File: config.mk
export PLATFORM = sky130hd
export DESIGN_NAME = seq_detect_param
export DESIGN_NICKNAME = d
export VERILOG_FILES = /design/src/rtl/seq_detect_param.sv
export SDC_FILE = /design/constraint.sdc
export NUM_CORES = 1
export LEC_CHECK = 0
export BUFFER_PORTS_ARGS = -buffer_cell sky130_fd_sc_hd__buf_2
export CAP_MARGIN = 20
export CORE_UTILIZATION = 55
export DETAILED_ROUTE_END_ITERATION = 8
export PLACE_DENSITY_LB_ADDON = 0.3
export SLEW_MARGIN = 20
export SYNTH_ARGS = -nofsm -noshare
export SYNTH_HDL_FRONTEND = slang
export SYNTH_SLANG_ARGS = --single-unit
File: constraint.sdc
create_clock -name clk -period 6.4 [get_ports clk]
set_input_delay 0 -clock clk [delete_from_list [all_inputs] [get_ports clk]]
set_output_delay 0 -clock clk [all_outputs]
set_load 0.02 [all_outputs]
File: src/rtl/seq_detect_param.sv
// Serial bit-pattern detector with a run-time pattern, overlap/non-overlap modes,
// a saturating match counter and a synchronous clear. y is a registered one-cycle pulse.
module seq_detect_param #(
    parameter int PAT_W = 4,
    parameter int CNT_W = 8
) (
    input  logic             clk,
    input  logic             rst,
    input  logic             x,
    input  logic             x_valid,
    input  logic [PAT_W-1:0] pattern,
    input  logic             overlap,
    input  logic             clear,
    output logic             y,
    output logic [CNT_W-1:0] match_cnt,
    output logic             cnt_sat
);

    localparam int FILL_W = $clog2(PAT_W + 1);
    localparam logic [FILL_W-1:0] FILL_FULL = FILL_W'(PAT_W);

    logic [PAT_W-1:0]  window_reg, window_next;
    logic [FILL_W-1:0] fill_reg, fill_next;
    logic [CNT_W-1:0]  cnt_reg, cnt_next;
    logic              y_reg, y_next;

    logic [PAT_W-1:0]  shifted;
    logic [FILL_W-1:0] fill_inc;
    logic [PAT_W-1:0]  bit_eq;
    logic              hit;

    assign shifted  = {window_reg[PAT_W-2:0], x};
    assign fill_inc = (fill_reg == FILL_FULL) ? FILL_FULL : fill_reg + FILL_W'(1);

    // Per-bit agreement between the candidate window and the target pattern
    generate
        for (genvar gi = 0; gi < PAT_W; gi++) begin : g_cmp
            assign bit_eq[gi] = ~(shifted[gi] ^ pattern[gi]);
        end
    endgenerate

    // A window only counts once it holds PAT_W genuinely received bits
    assign hit = (fill_inc == FILL_FULL) && (&bit_eq);

    always_comb begin
        window_next = window_reg;
        fill_next   = fill_reg;
        cnt_next    = cnt_reg;
        y_next      = 1'b0;
        if (clear) begin
            window_next = '0;
            fill_next   = '0;
            cnt_next    = '0;
        end else if (x_valid) begin
            window_next = shifted;
            y_next      = hit;
            fill_next   = (hit && !overlap) ? '0 : fill_inc;
            if (hit && (cnt_reg != {CNT_W{1'b1}})) begin
                cnt_next = cnt_reg + CNT_W'(1);
            end
        end
    end

    always_ff @(posedge clk or posedge rst) begin
        if (rst) begin
            window_reg <= '0;
            fill_reg   <= '0;
            cnt_reg    <= '0;
            y_reg      <= 1'b0;
        end else begin
            window_reg <= window_next;
            fill_reg   <= fill_next;
            cnt_reg    <= cnt_next;
            y_reg      <= y_next;
        end
    end

    assign y         = y_reg;
    assign match_cnt = cnt_reg;
    assign cnt_sat   = (cnt_reg == {CNT_W{1'b1}});

endmodule

==> impl_metrics.py <==
metrics = {
    "drt": {
        "drc": 0,
        "via_per_inst": 5.44,
        "wl_per_cell_um": 13.4,
        "drt_iter0_drc": 20,
        "drtAntennaViolNets": 0,
        "finalWirelength_mm": 1.69,
        "first_pass_iters": 4,
        "vias": 685,
    },
    "global_route": {
        "grt_overflow": 0,
        "grt_antenna_before_repair": 0,
        "grt_first_pass_wirelength_mm": 2.77,
        "track_usage_pct": 25.1,
        "grt_pass1_vias": 618,
        "grt_max_degree": 17,
    },
    "synth": {
        "async_flop_share_pct": 100,
        "synthCells": 89,
        "ys_seq_area_share_pct": 45.1,
        "avgSynthCellArea_um2": 9.35,
        "synth_area_um2": 832,
        "yosys_warnings": 0,
        "ys.flop_type": "dfrtp_1",
        "ys_types": 29,
        "yosys_register_bits": 15,
        "synth_edf_count": 0,
        "syn_nets": 102,
    },
    "die": {
        "rows": 13,
        "io_pins": 20,
        "die_w_um": 40.9,
        "core_area_um2": 1350,
        "die_area_um2": 1670,
        "start_util_pct": 61.6,
        "die_y_um": 40.9,
    },
    "sta": {
        "maxSlewViolCount": 0,
        "tightest_slew_ns": 0.744,
        "rsz0062_at_grt": "false",
        "finalHoldWorstSlack_ns": 0.0623,
        "setup_tns_ns": 0,
        "fmax_mhz": 402,
        "relSlewSlack_pct": 50.0,
        "min_period_over_period_pct": 38.8,
        "hold_violations": 0,
        "setup_viol": 0,
        "post-route-min-period_ns": 2.49,
        "fin_skew_ns": 0.00774,
    },
    "clocking": {
        "clock_latency_ns": 0.28,
        "numClockSinks": 15,
        "clk_pin_slew_worst_paths_ns": 0.09,
        "cts_made_buffers": 3,
        "root_buffer": "clkbuf_4",
        "cts_buffer_depth": 2,
        "htreeDepth": 1,
        "cts_tree": "yes",
    },
    "pwr": {
        "p_sw_share_pct": 24.7,
        "ir_drop_v": 0.000174,
        "p_sw_mw": 0.0421,
        "p_seq_share_pct": 57.6,
        "internal-power_mw": 0.129,
        "pwr_density_cell_nw_per_um2": 174,
        "p_leak_nw": 0.457,
        "clockPowerShare_pct": 31.4,
        "pwr-share-comb_pct": 11.0,
    },
    "hold_path": {
        "hold_path.class": "in2reg",
    },
    "setup_path": {
        "endpoint_kind": "register",
        "cp_max_fo": 7,
        "critPathRequiredTime_ns": 6.60,
        "crit_type": "reg2reg",
        "cp-start-kind": "register",
        "crit_arrival_ns": 2.69,
    },
    "place": {
        "numPortBuffers": 19,
        "place.gp.congestion": 0.754,
        "dpl.hpwl_mm": 1.20,
    },
    "final_layout": {
        "largest_reg_flops": 8,
        "layout_commonest_cell": "buf_2",
        "area_growth_pct": 17.7,
        "final_util_pct": 72.6,
        "antenna_cells": 0,
        "layout_common_cells": "19 x buf_2, 15 x dfrtp_1, 9 x nor2_1",
        "drive_gt1_share_pct": 23.4,
        "fin_nets": 125,
    },
    "status": {
        "status": "completed",
    },
    "flow_run": {
        "drv_cap": 0,
    },
}
-- final cells by class --
cell class / count / area (um^2)
inverter: 6 / 22.5
fill: 97 / 370
multi-input combinational: 65 / 422
clock buffer: 4 / 26.3
tap: 15 / 18.8
timing repair buffer: 21 / 115
sequential: 15 / 375
-- path summary, 6_finish.rpt --
path                       cells past startpoint  slack (ns)        start            end
hold reg to reg                                2        0.56  fill_reg[1]    fill_reg[1]
hold / removal                                 2        0.06      x_valid    fill_reg[2]
setup reg to reg                               7        3.91  fill_reg[0]   match_cnt[7]
min in group asynchronous                      3        0.31          rst  window_reg[2]
setup / recovery                               7        3.91  fill_reg[0]   match_cnt[7]
max in group asynchronous                      3        5.71          rst   match_cnt[4]
-- critical path: stages (launching register included) --
cell     delay (ns)
dfrtp_1        0.44
inv_1          0.08
ha_1           0.21
a21oi_2        0.09
or4_4          0.56
or3_1          0.42
or4_1          0.49
a21oi_1        0.15
-- synthesized netlist by cell type, types with 3 or more instances --
cell type / n / area share [%]
dfrtp_1: 15 / 45
nand3_1: 4 / 2.4
inv_1: 6 / 2.7
o21ai_0: 3 / 1.8
ha_1: 3 / 4.5
mux2i_1: 5 / 6.0
a21oi_1: 7 / 4.2
or3_1: 5 / 3.8
nor2_1: 9 / 4.1
nand2_1: 6 / 2.7
xor2_1: 3 / 3.2
-- power by group through the flow --
stage               clock, mW  combinational [mW]  sequential [mW]
floorplan                   0              0.0120           0.0997
global placement            0              0.0173            0.100
detailed placement          0              0.0179            0.100
CTS                    0.0554              0.0189           0.0983
global route           0.0587              0.0215           0.0988
finish                 0.0536              0.0188           0.0983
-- stage by stage --
step	power [mW]	setup WS (ns)	std cells	area, um^2
after floorplan	0.112	4.05	89	832
after global placement	0.117	4.04	120	933
after detailed placement	0.118	3.94	120	933
after CTS	0.173	3.91	126	980
after global routing	0.179	3.77	126	980
final	0.171	3.91	126	980
-- per-layer routing --
layer  vias to the layer above  part of all wire (%)  global-route usage, %
li1                        357                     -                      -
met1                       318                    47                   32.8
met2                         8                    50                   40.2
met3                         2                   2.1                   4.89
met4                         0                  0.77                   10.0
met5                         -                     0                      0
-- cell families after synthesis --
logic type,after synthesis,synth area share [%]
AO/OA/AOI/OAI,17,12.9
XOR/XNOR,5,5.26
adder cells (fa/ha/maj),3,4.51
buffers and inverters,9,4.21
flip-flops,15,45.1
multiplexers,5,6.02
AND/OR/NAND/NOR,35,22.0
-- what timing repair did --
item,CTS,global route
setup buffers,0,0
hold buffers,2,0
gates resized for setup,0,0
hold endpoints to repair,16,0
Note: power is estimated with default switching activity, not from simulation.
